## src/rtl/otter_pkg.sv

```systemverilog
// Shared OTTER encodings: RV32I opcodes, SYSTEM funct3 values and the control-unit state set.
package otter_pkg;

  typedef enum logic [6:0] {
    OP_LUI    = 7'b0110111,
    OP_AUIPC  = 7'b0010111,
    OP_JAL    = 7'b1101111,
    OP_JALR   = 7'b1100111,
    OP_BRANCH = 7'b1100011,
    OP_LOAD   = 7'b0000011,
    OP_STORE  = 7'b0100011,
    OP_IMM    = 7'b0010011,
    OP_OP     = 7'b0110011,
    OP_SYSTEM = 7'b1110011
  } opcode_t;

  typedef enum logic [2:0] {
    F3_MRET   = 3'b000,
    F3_CSRRW  = 3'b001,
    F3_CSRRS  = 3'b010,
    F3_CSRRC  = 3'b011,
    F3_CSRRWI = 3'b101,
    F3_CSRRSI = 3'b110,
    F3_CSRRCI = 3'b111
  } funct3_system_t;

  typedef enum logic [1:0] {
    ST_FETCH = 2'd0,
    ST_EXEC  = 2'd1,
    ST_WB    = 2'd2,
    ST_INTR  = 2'd3
  } cu_state_t;

endpackage

```

## src/rtl/otter_cu_fsm_if.sv

```systemverilog
// Control-unit bus: decode/memory/interrupt inputs and strobe outputs.
interface otter_cu_fsm_if;
  logic [6:0] CU_OPCODE;
  logic [2:0] CU_FUNC3;
  logic       CU_INT;
  logic       CU_MIE;
  logic       CU_MEM_RDY;
  logic       CU_PCWRITE;
  logic       CU_REGWRITE;
  logic       CU_MEMREAD1;
  logic       CU_MEMREAD2;
  logic       CU_MEMWRITE;
  logic       CU_CSR_WRITE;
  logic       CU_INT_TAKEN;
  logic [1:0] CU_STATE;

  // master: datapath/memory side driving the control unit
  modport master (
    output CU_OPCODE, CU_FUNC3, CU_INT, CU_MIE, CU_MEM_RDY,
    input  CU_PCWRITE, CU_REGWRITE, CU_MEMREAD1, CU_MEMREAD2,
           CU_MEMWRITE, CU_CSR_WRITE, CU_INT_TAKEN, CU_STATE
  );

  modport slave (
    input  CU_OPCODE, CU_FUNC3, CU_INT, CU_MIE, CU_MEM_RDY,
    output CU_PCWRITE, CU_REGWRITE, CU_MEMREAD1, CU_MEMREAD2,
           CU_MEMWRITE, CU_CSR_WRITE, CU_INT_TAKEN, CU_STATE
  );
endinterface

```

## src/rtl/otter_cu_fsm.sv

```systemverilog
// OTTER multicycle control unit: FETCH/EXEC/WB/INTR sequencer with memory-ready stalls.
module otter_cu_fsm
  import otter_pkg::*;
(
  input  logic            CLK,
  input  logic            RST,
  otter_cu_fsm_if.slave   bus
);

  cu_state_t state, nxt;
  logic      done;
  logic      pcw, regw, mr1, mr2, mw, csr, itk;

  always_ff @(posedge CLK) begin
    if (RST) state <= ST_FETCH;
    else     state <= nxt;
  end

  always_comb begin
    nxt  = state;
    done = 1'b0;
    pcw  = 1'b0;
    regw = 1'b0;
    mr1  = 1'b0;
    mr2  = 1'b0;
    mw   = 1'b0;
    csr  = 1'b0;
    itk  = 1'b0;
    case (state)
      ST_FETCH: begin
        mr1 = 1'b1;
        if (bus.CU_MEM_RDY) nxt = ST_EXEC;
      end
      ST_EXEC: begin
        case (opcode_t'(bus.CU_OPCODE))
          OP_LOAD: begin
            mr2 = 1'b1;
            nxt = ST_WB;
          end
          OP_STORE: begin
            mw   = 1'b1;
            pcw  = bus.CU_MEM_RDY;
            done = bus.CU_MEM_RDY;
          end
          OP_LUI, OP_AUIPC, OP_JAL, OP_JALR, OP_OP, OP_IMM: begin
            pcw  = 1'b1;
            regw = 1'b1;
            done = 1'b1;
          end
          OP_SYSTEM: begin
            pcw  = 1'b1;
            done = 1'b1;
            if (funct3_system_t'(bus.CU_FUNC3) != F3_MRET) begin
              regw = 1'b1;
              csr  = 1'b1;
            end
          end
          // BRANCH and unrecognised opcodes only advance the PC
          default: begin
            pcw  = 1'b1;
            done = 1'b1;
          end
        endcase
      end
      ST_WB: begin
        mr2 = 1'b1;
        if (bus.CU_MEM_RDY) begin
          regw = 1'b1;
          pcw  = 1'b1;
          done = 1'b1;
        end
      end
      ST_INTR: begin
        pcw = 1'b1;
        itk = 1'b1;
        nxt = ST_FETCH;
      end
      default: nxt = ST_FETCH;
    endcase
    // interrupts are only honoured at an instruction boundary
    if (done) nxt = (bus.CU_INT && bus.CU_MIE) ? ST_INTR : ST_FETCH;
  end

  // reset masks every strobe so an abandoned instruction writes nothing
  assign bus.CU_PCWRITE   = pcw  & ~RST;
  assign bus.CU_REGWRITE  = regw & ~RST;
  assign bus.CU_MEMREAD1  = mr1  & ~RST;
  assign bus.CU_MEMREAD2  = mr2  & ~RST;
  assign bus.CU_MEMWRITE  = mw   & ~RST;
  assign bus.CU_CSR_WRITE = csr  & ~RST;
  assign bus.CU_INT_TAKEN = itk  & ~RST;
  assign bus.CU_STATE     = RST ? 2'd0 : state;

endmodule

```

## src/flat_wrapper.sv

```systemverilog
// flat-port wrapper written by rule: the top's interface ports become plain ports
module otter_cu_fsm_flat import otter_pkg::*;
  (CLK, RST, bus_CU_OPCODE, bus_CU_FUNC3, bus_CU_INT, bus_CU_MIE, bus_CU_MEM_RDY, bus_CU_PCWRITE, bus_CU_REGWRITE, bus_CU_MEMREAD1, bus_CU_MEMREAD2, bus_CU_MEMWRITE, bus_CU_CSR_WRITE, bus_CU_INT_TAKEN, bus_CU_STATE);
  otter_cu_fsm_if bus_i ();
  input  logic CLK;
  input  logic RST;
  input wire logic [$bits(bus_i.CU_OPCODE)-1:0] bus_CU_OPCODE;
  input wire logic [$bits(bus_i.CU_FUNC3)-1:0] bus_CU_FUNC3;
  input wire logic [$bits(bus_i.CU_INT)-1:0] bus_CU_INT;
  input wire logic [$bits(bus_i.CU_MIE)-1:0] bus_CU_MIE;
  input wire logic [$bits(bus_i.CU_MEM_RDY)-1:0] bus_CU_MEM_RDY;
  output wire logic [$bits(bus_i.CU_PCWRITE)-1:0] bus_CU_PCWRITE;
  output wire logic [$bits(bus_i.CU_REGWRITE)-1:0] bus_CU_REGWRITE;
  output wire logic [$bits(bus_i.CU_MEMREAD1)-1:0] bus_CU_MEMREAD1;
  output wire logic [$bits(bus_i.CU_MEMREAD2)-1:0] bus_CU_MEMREAD2;
  output wire logic [$bits(bus_i.CU_MEMWRITE)-1:0] bus_CU_MEMWRITE;
  output wire logic [$bits(bus_i.CU_CSR_WRITE)-1:0] bus_CU_CSR_WRITE;
  output wire logic [$bits(bus_i.CU_INT_TAKEN)-1:0] bus_CU_INT_TAKEN;
  output wire logic [$bits(bus_i.CU_STATE)-1:0] bus_CU_STATE;
  assign bus_i.CU_OPCODE = bus_CU_OPCODE;
  assign bus_i.CU_FUNC3 = bus_CU_FUNC3;
  assign bus_i.CU_INT = bus_CU_INT;
  assign bus_i.CU_MIE = bus_CU_MIE;
  assign bus_i.CU_MEM_RDY = bus_CU_MEM_RDY;
  assign bus_CU_PCWRITE = bus_i.CU_PCWRITE;
  assign bus_CU_REGWRITE = bus_i.CU_REGWRITE;
  assign bus_CU_MEMREAD1 = bus_i.CU_MEMREAD1;
  assign bus_CU_MEMREAD2 = bus_i.CU_MEMREAD2;
  assign bus_CU_MEMWRITE = bus_i.CU_MEMWRITE;
  assign bus_CU_CSR_WRITE = bus_i.CU_CSR_WRITE;
  assign bus_CU_INT_TAKEN = bus_i.CU_INT_TAKEN;
  assign bus_CU_STATE = bus_i.CU_STATE;
  otter_cu_fsm u_core (.CLK(CLK), .RST(RST), .bus(bus_i));
endmodule
```

## config.mk

```make
export PLATFORM = sky130hd
export DESIGN_NAME = otter_cu_fsm_flat
export DESIGN_NICKNAME = d
export VERILOG_FILES = /design/src/rtl/otter_pkg.sv /design/src/rtl/otter_cu_fsm_if.sv /design/src/rtl/otter_cu_fsm.sv /design/src/flat_wrapper.sv
export SDC_FILE = /design/constraint.sdc
export NUM_CORES = 1
export LEC_CHECK = 0
export CORE_AREA = 2 2 39 41
export DETAILED_ROUTE_END_ITERATION = 16
export DIE_AREA = 0 0 41 43
export MAX_ROUTING_LAYER = met4
export SYNTH_ARGS = -nofsm -noshare
export SYNTH_HDL_FRONTEND = slang
export SYNTH_SLANG_ARGS = --single-unit
```

## constraint.sdc

```tcl
create_clock -name CLK -period 3.2 [get_ports CLK]
set_clock_uncertainty 0.2 [all_clocks]
set_input_delay 0.32 -clock CLK [delete_from_list [all_inputs] [get_ports CLK]]
set_output_delay 0.32 -clock CLK [all_outputs]
set_load 0.005 [all_outputs]
```

Yosys cells after proc, flatten, opt, wreduce, memory -nomap -nowiden
Cells that the tools add are included.
Storage, ports and cells
  register bits: 2
  bits of input ports: 15
Cells by class
  eq/ne operators: 14
  muxes and demuxes: 21
  bitwise logic cells: 8
  reductions and logical operators: 6
Operators by type and width (number)
  $eq 7x6->1 const B: 3
  $eq 7x7->1 const B: 3
  $eq 7x5->1 const B: 2
  $mux 2: 5
  $pmux 1 s2: 5
  $mux 1: 9
  $and 1x1->1: 7
  $eq 7x2->1 const B: 1
  $ne 3x2->1 const B: 2
  $pmux 2 s3: 1
  $reduce_or 6->1: 1
  $eq 2x2->1 const B: 2
  $reduce_bool 4->1: 1
  $pmux 1 s3: 1
  $reduce_and 3->1: 1
  $reduce_bool 3->1: 1
  $eq 2x1->1 const B: 1
  $logic_not 2->1: 1
  $logic_and 1x1->1: 1
  $not 1->1: 1

Longest topological paths before layout
  word-level depth: 5
  gate-level depth with buffers: 7

Worst setup path before layout
Ideal clock, no wire load.
  kind: register to register
  start point: register u_core.state[0]
  end point: register u_core.state[1]
  setup time: 91 ps
  arrival: 1542 ps
  path slack: 1367 ps
  stages on the path, launching flop included: 6
  buffers on the path: 0
  clock period less this slack: 1833 ps
  cells stage by stage: dfxtp_1 inv_1 ha_1 nor2b_1 or4b_1 a311oi_1
Between the ends
  cells in the longest elaborated chain, start to end: 4
  elaborated cells between the ends (all ways): 11
  classes of those cells: eq/ne: 5; mux: 3; reduce/logical: 3
RTL lines
  start, declared: line otter_cu_fsm.sv:10  | cu_state_t state, nxt;
  start signal, assigned: line otter_cu_fsm.sv:16  | else state <= nxt;
  $eq 2x2->1 / $eq 2x1->1 (equally long branches): line otter_cu_fsm.sv:29  | case (state)
  $pmux 1 s2: line otter_cu_fsm.sv:29
  $ne 3x2->1 (no line) / $reduce_bool 4->1 (equally long branches)
  $reduce_and 3->1 (no line)
Several ways; a longest one is shown, not always the timed one.
A chain may end at the register's enable or synchronous reset.

Worst setup path after layout
  start point: input port bus_CU_OPCODE[4]
  end point: output port bus_CU_REGWRITE
Between the ends
  cells in the longest elaborated chain, start to end: 5
  elaborated cells between the ends (all ways): 11
  classes of those cells: eq/ne: 7; mux: 2; bitwise: 1; reduce/logical: 1
RTL lines
  start, declared: line flat_wrapper.sv:7  | input wire logic [$bits(bus_i.CU_OPCODE)-1:0] bus_CU_OPCODE;
  $eq 7x6->1 (tied with other cells): line otter_cu_fsm.sv:35  | case (opcode_t'(bus.CU_OPCODE))
  $reduce_or 6->1: line otter_cu_fsm.sv:35
  $pmux 1 s2 (*): line otter_cu_fsm.sv:35
  $pmux 1 s2 (*): line otter_cu_fsm.sv:29
  $and 1x1->1 (*): line otter_cu_fsm.sv:86  | assign bus.CU_REGWRITE = regw & ~RST;
  end, declared: line flat_wrapper.sv:13  | output wire logic [$bits(bus_i.CU_REGWRITE)-1:0] bus_CU_REGWRITE;
Mark *: on every way between the ends. The rest lies on a longest branch, timed or not.

==> flow_summary_export.csv <==
group,metric,value,unit
route,wl_per_cell,11.0,microns
pwr,clkPwrFrac,19.6,%
die,chipWidth,41,microns
grt,grt_start_max_net_pins,12,
die,ios,24,
synthesis,ys_seq_area_share,10.7,%
final_layout,largest_registers,"u_core.state x2",
route,drt-initial-drc-count,15,
sta,setup_tns,0,ns
die,core-area,0.00138,sq mm
sta,tightest_slew,0.314,ns
critical_path,critical_path_required,2.68,ns
clocking,worstSkewPairLatency,0.23,ns
clocking,clockRootBuffer,"clkbuf_4",
clocking,cts_setup_buffers,0,
placed_design,gp_congestion,0.750,
sta,fmax,386,MHz
grt,grt_pass1_vias,394,
final_layout,final_util,46.1,%
synthesis,ys_warn_count,0,
sta,fin_crit,2.59,ns
critical_path,critPathCaptureType,"primary output",
hold_path,hold_class,"reg2reg",
final_layout,drive_gt1_share,6.49,%
final_layout,stdcell_count,93,
pwr,seqPwrFrac,15.8,%
critical_path,crit_type,"in2out",
pwr,comb_power_share,64.6,%
die,die_y,43,microns
route,drc,0,
synthesis,synth.distinct_cells,29,
outcome,status,"complete, no violations",
placed_design,hpwl,837,microns
synthesis,ys_top_cells_by_area,"ha_1, dfxtp_1, nor2_1",
grt,gr-total-overflow,0,
route,vias,473,
synthesis,yosysTopAreaCellShare,13.4,%
die,die-area,0.00176,sq mm
pwr,switchingPower,114,uW
synthesis,syn-cell-area,373,sq um
sta,setup_viol_count_final,0,
synthesis,yosys.area.top_type,"ha_1",
clocking,cts.htree.levels,1,
clocking,cts_tree,"done",
final_layout,top_register,"u_core.state",
synthesis,synth_cells,53,
critical_path,cp-start-kind,"primary input",
run,maxCapViolCount,0,
synthesis,ys_ff_latch,2,
route,first_pass_iters,4,
placed_design,dp.cells,90,
die,rows,14,
pwr,peakVddDrop,0.226,mV
final_layout,largest_reg_flops,2,
synthesis,synth_fp_nets,72,
sta,finalHoldViolCount,0,
sta,finalCritPeriodShare,80.9,%
route,via_per_inst,5.09,
clocking,ctsResizeCount,0,
final_layout,diodes,0,
pwr,p_int,175,uW
route,finalWirelength,1020,microns
synthesis,syn_area_per_cell,7.04,sq um
grt,antenna_found_initial,0,
clocking,cts_buffers,3,
clocking,clk_pin_slew,0.03,ns
grt,grt_first_pass_wirelength,1660,microns
clocking,cts_buffer_depth,2,
placed_design,portBuffers,23,
critical_path,worstPathMaxFanout,4,
sta,slew_violations,0,
pwr,switching_share,39.4,%
pwr,power_leakage,0.232,nW
final_layout,fin_nets,98,
sta,slew_headroom,79.0,%
pwr,power_density,452,mW/mm^2
sta,hold_ws,0.364,ns
final_layout,area_growth,71.1,%
critical_path,cp.arrival,2.07,ns
route,postRouteAntennaNets,0,
critical_path,reg2reg_slack,1.23,ns
grt,grt_use_total,13.7,%
clocking,cts_hold_buffers,0,
sta,rsz0062_at_grt,"false",
die,start_util,26.9,%
clocking,cts_sinks,2,
## per-layer routing
layer	wire (microns)	up-vias	share of wire [%]	track usage, %
met5	0	-	0	-
met4	0	0	0	4.00
met3	94	0	9.2	3.14
met2	461	21	45	19.1
met1	467	207	46	19.4
li1	-	245	-	-
## worst paths after layout
kind	start	endpoint	depth (start not counted)
min	u_core.state[1]	u_core.state[1]	2
max reg2reg	u_core.state[0]	u_core.state[1]	5
min reg2reg	u_core.state[1]	u_core.state[1]	2
max	bus_CU_OPCODE[4]	bus_CU_REGWRITE	6
## through the flow
stage / power, mW / cell area (sq um) / worst slack [ns]
after global placement: 0.237 / 616 / 0.603
after global routing: 0.320 / 638 / 0.486
after floorplan: 0.166 / 373 / 1.37
after detailed placement: 0.234 / 616 / 0.593
after CTS: 0.294 / 638 / 0.592
final: 0.289 / 638 / 0.610
## cell families (layout without fill, tap and decap cells)
family / after synthesis / count (layout) / share of synthesized area, %
DFF: 2 / 2 / 10.7
adders and majority gates: 4 / 4 / 13.4
buffers and inverters: 5 / 29 / 5.03
and+or+nand+nor: 27 / 27 / 42.6
muxes: 1 / 1 / 2.68
AOI/OAI and AO/OA: 14 / 14 / 25.5
## critical path, cell delays in order
cell	delay, ns
clkdlybuf4s50_1	0.50
or3b_1	0.35
a21oi_1	0.15
o21ai_1	0.07
a21oi_1	0.16
clkdlybuf4s50_1	0.51
## cells in the mapped netlist, drive strengths merged
cell type and count:
a2bb2oi 1, nor2 7, o21ai 3, inv 3, a41oi 1, clkbuf 2
dfxtp 2, mux2i 1, nand2 5, nor3 1, a21oi 4, a311oi 2
and3 1, nor2b 4, and3b 1, ha 4, or4b 1, nor4b 1
or3b 1, a211oi 1, o211ai 1, and2 1, nand4b 1, nand3 1
nand2b 1, o311a 1, and4bb 1
## cells in the final DEF, fill, tap and decap left out, drive strengths merged, types with 2 or more instances in the layout
master and n:
a311oi 2, nor2b 4, nor2 7, dfxtp 2
nand2 5, o21ai 3, clkbuf 3, a21oi 4
inv 3, ha 4, clkdlybuf4s50 23
## power by group through the flow
stage                     Sequential, mW  Clock (mW)  Combinational, mW
after floorplan                   0.0425           0              0.123
after global placement            0.0462           0              0.191
after detailed placement          0.0462           0              0.188
after CTS                         0.0459      0.0600              0.188
after global routing              0.0478      0.0618              0.210
final                             0.0457      0.0566              0.186
## layout make-up
class	count	area, sq um
fill	148	746
multi-input combinational	46	314
timing repair buffer	23	230
sequential	2	40.0
clock buffer	3	22.5
tap	16	20.0
inverter	3	11.3
Power figures use the tool's default switching activity.
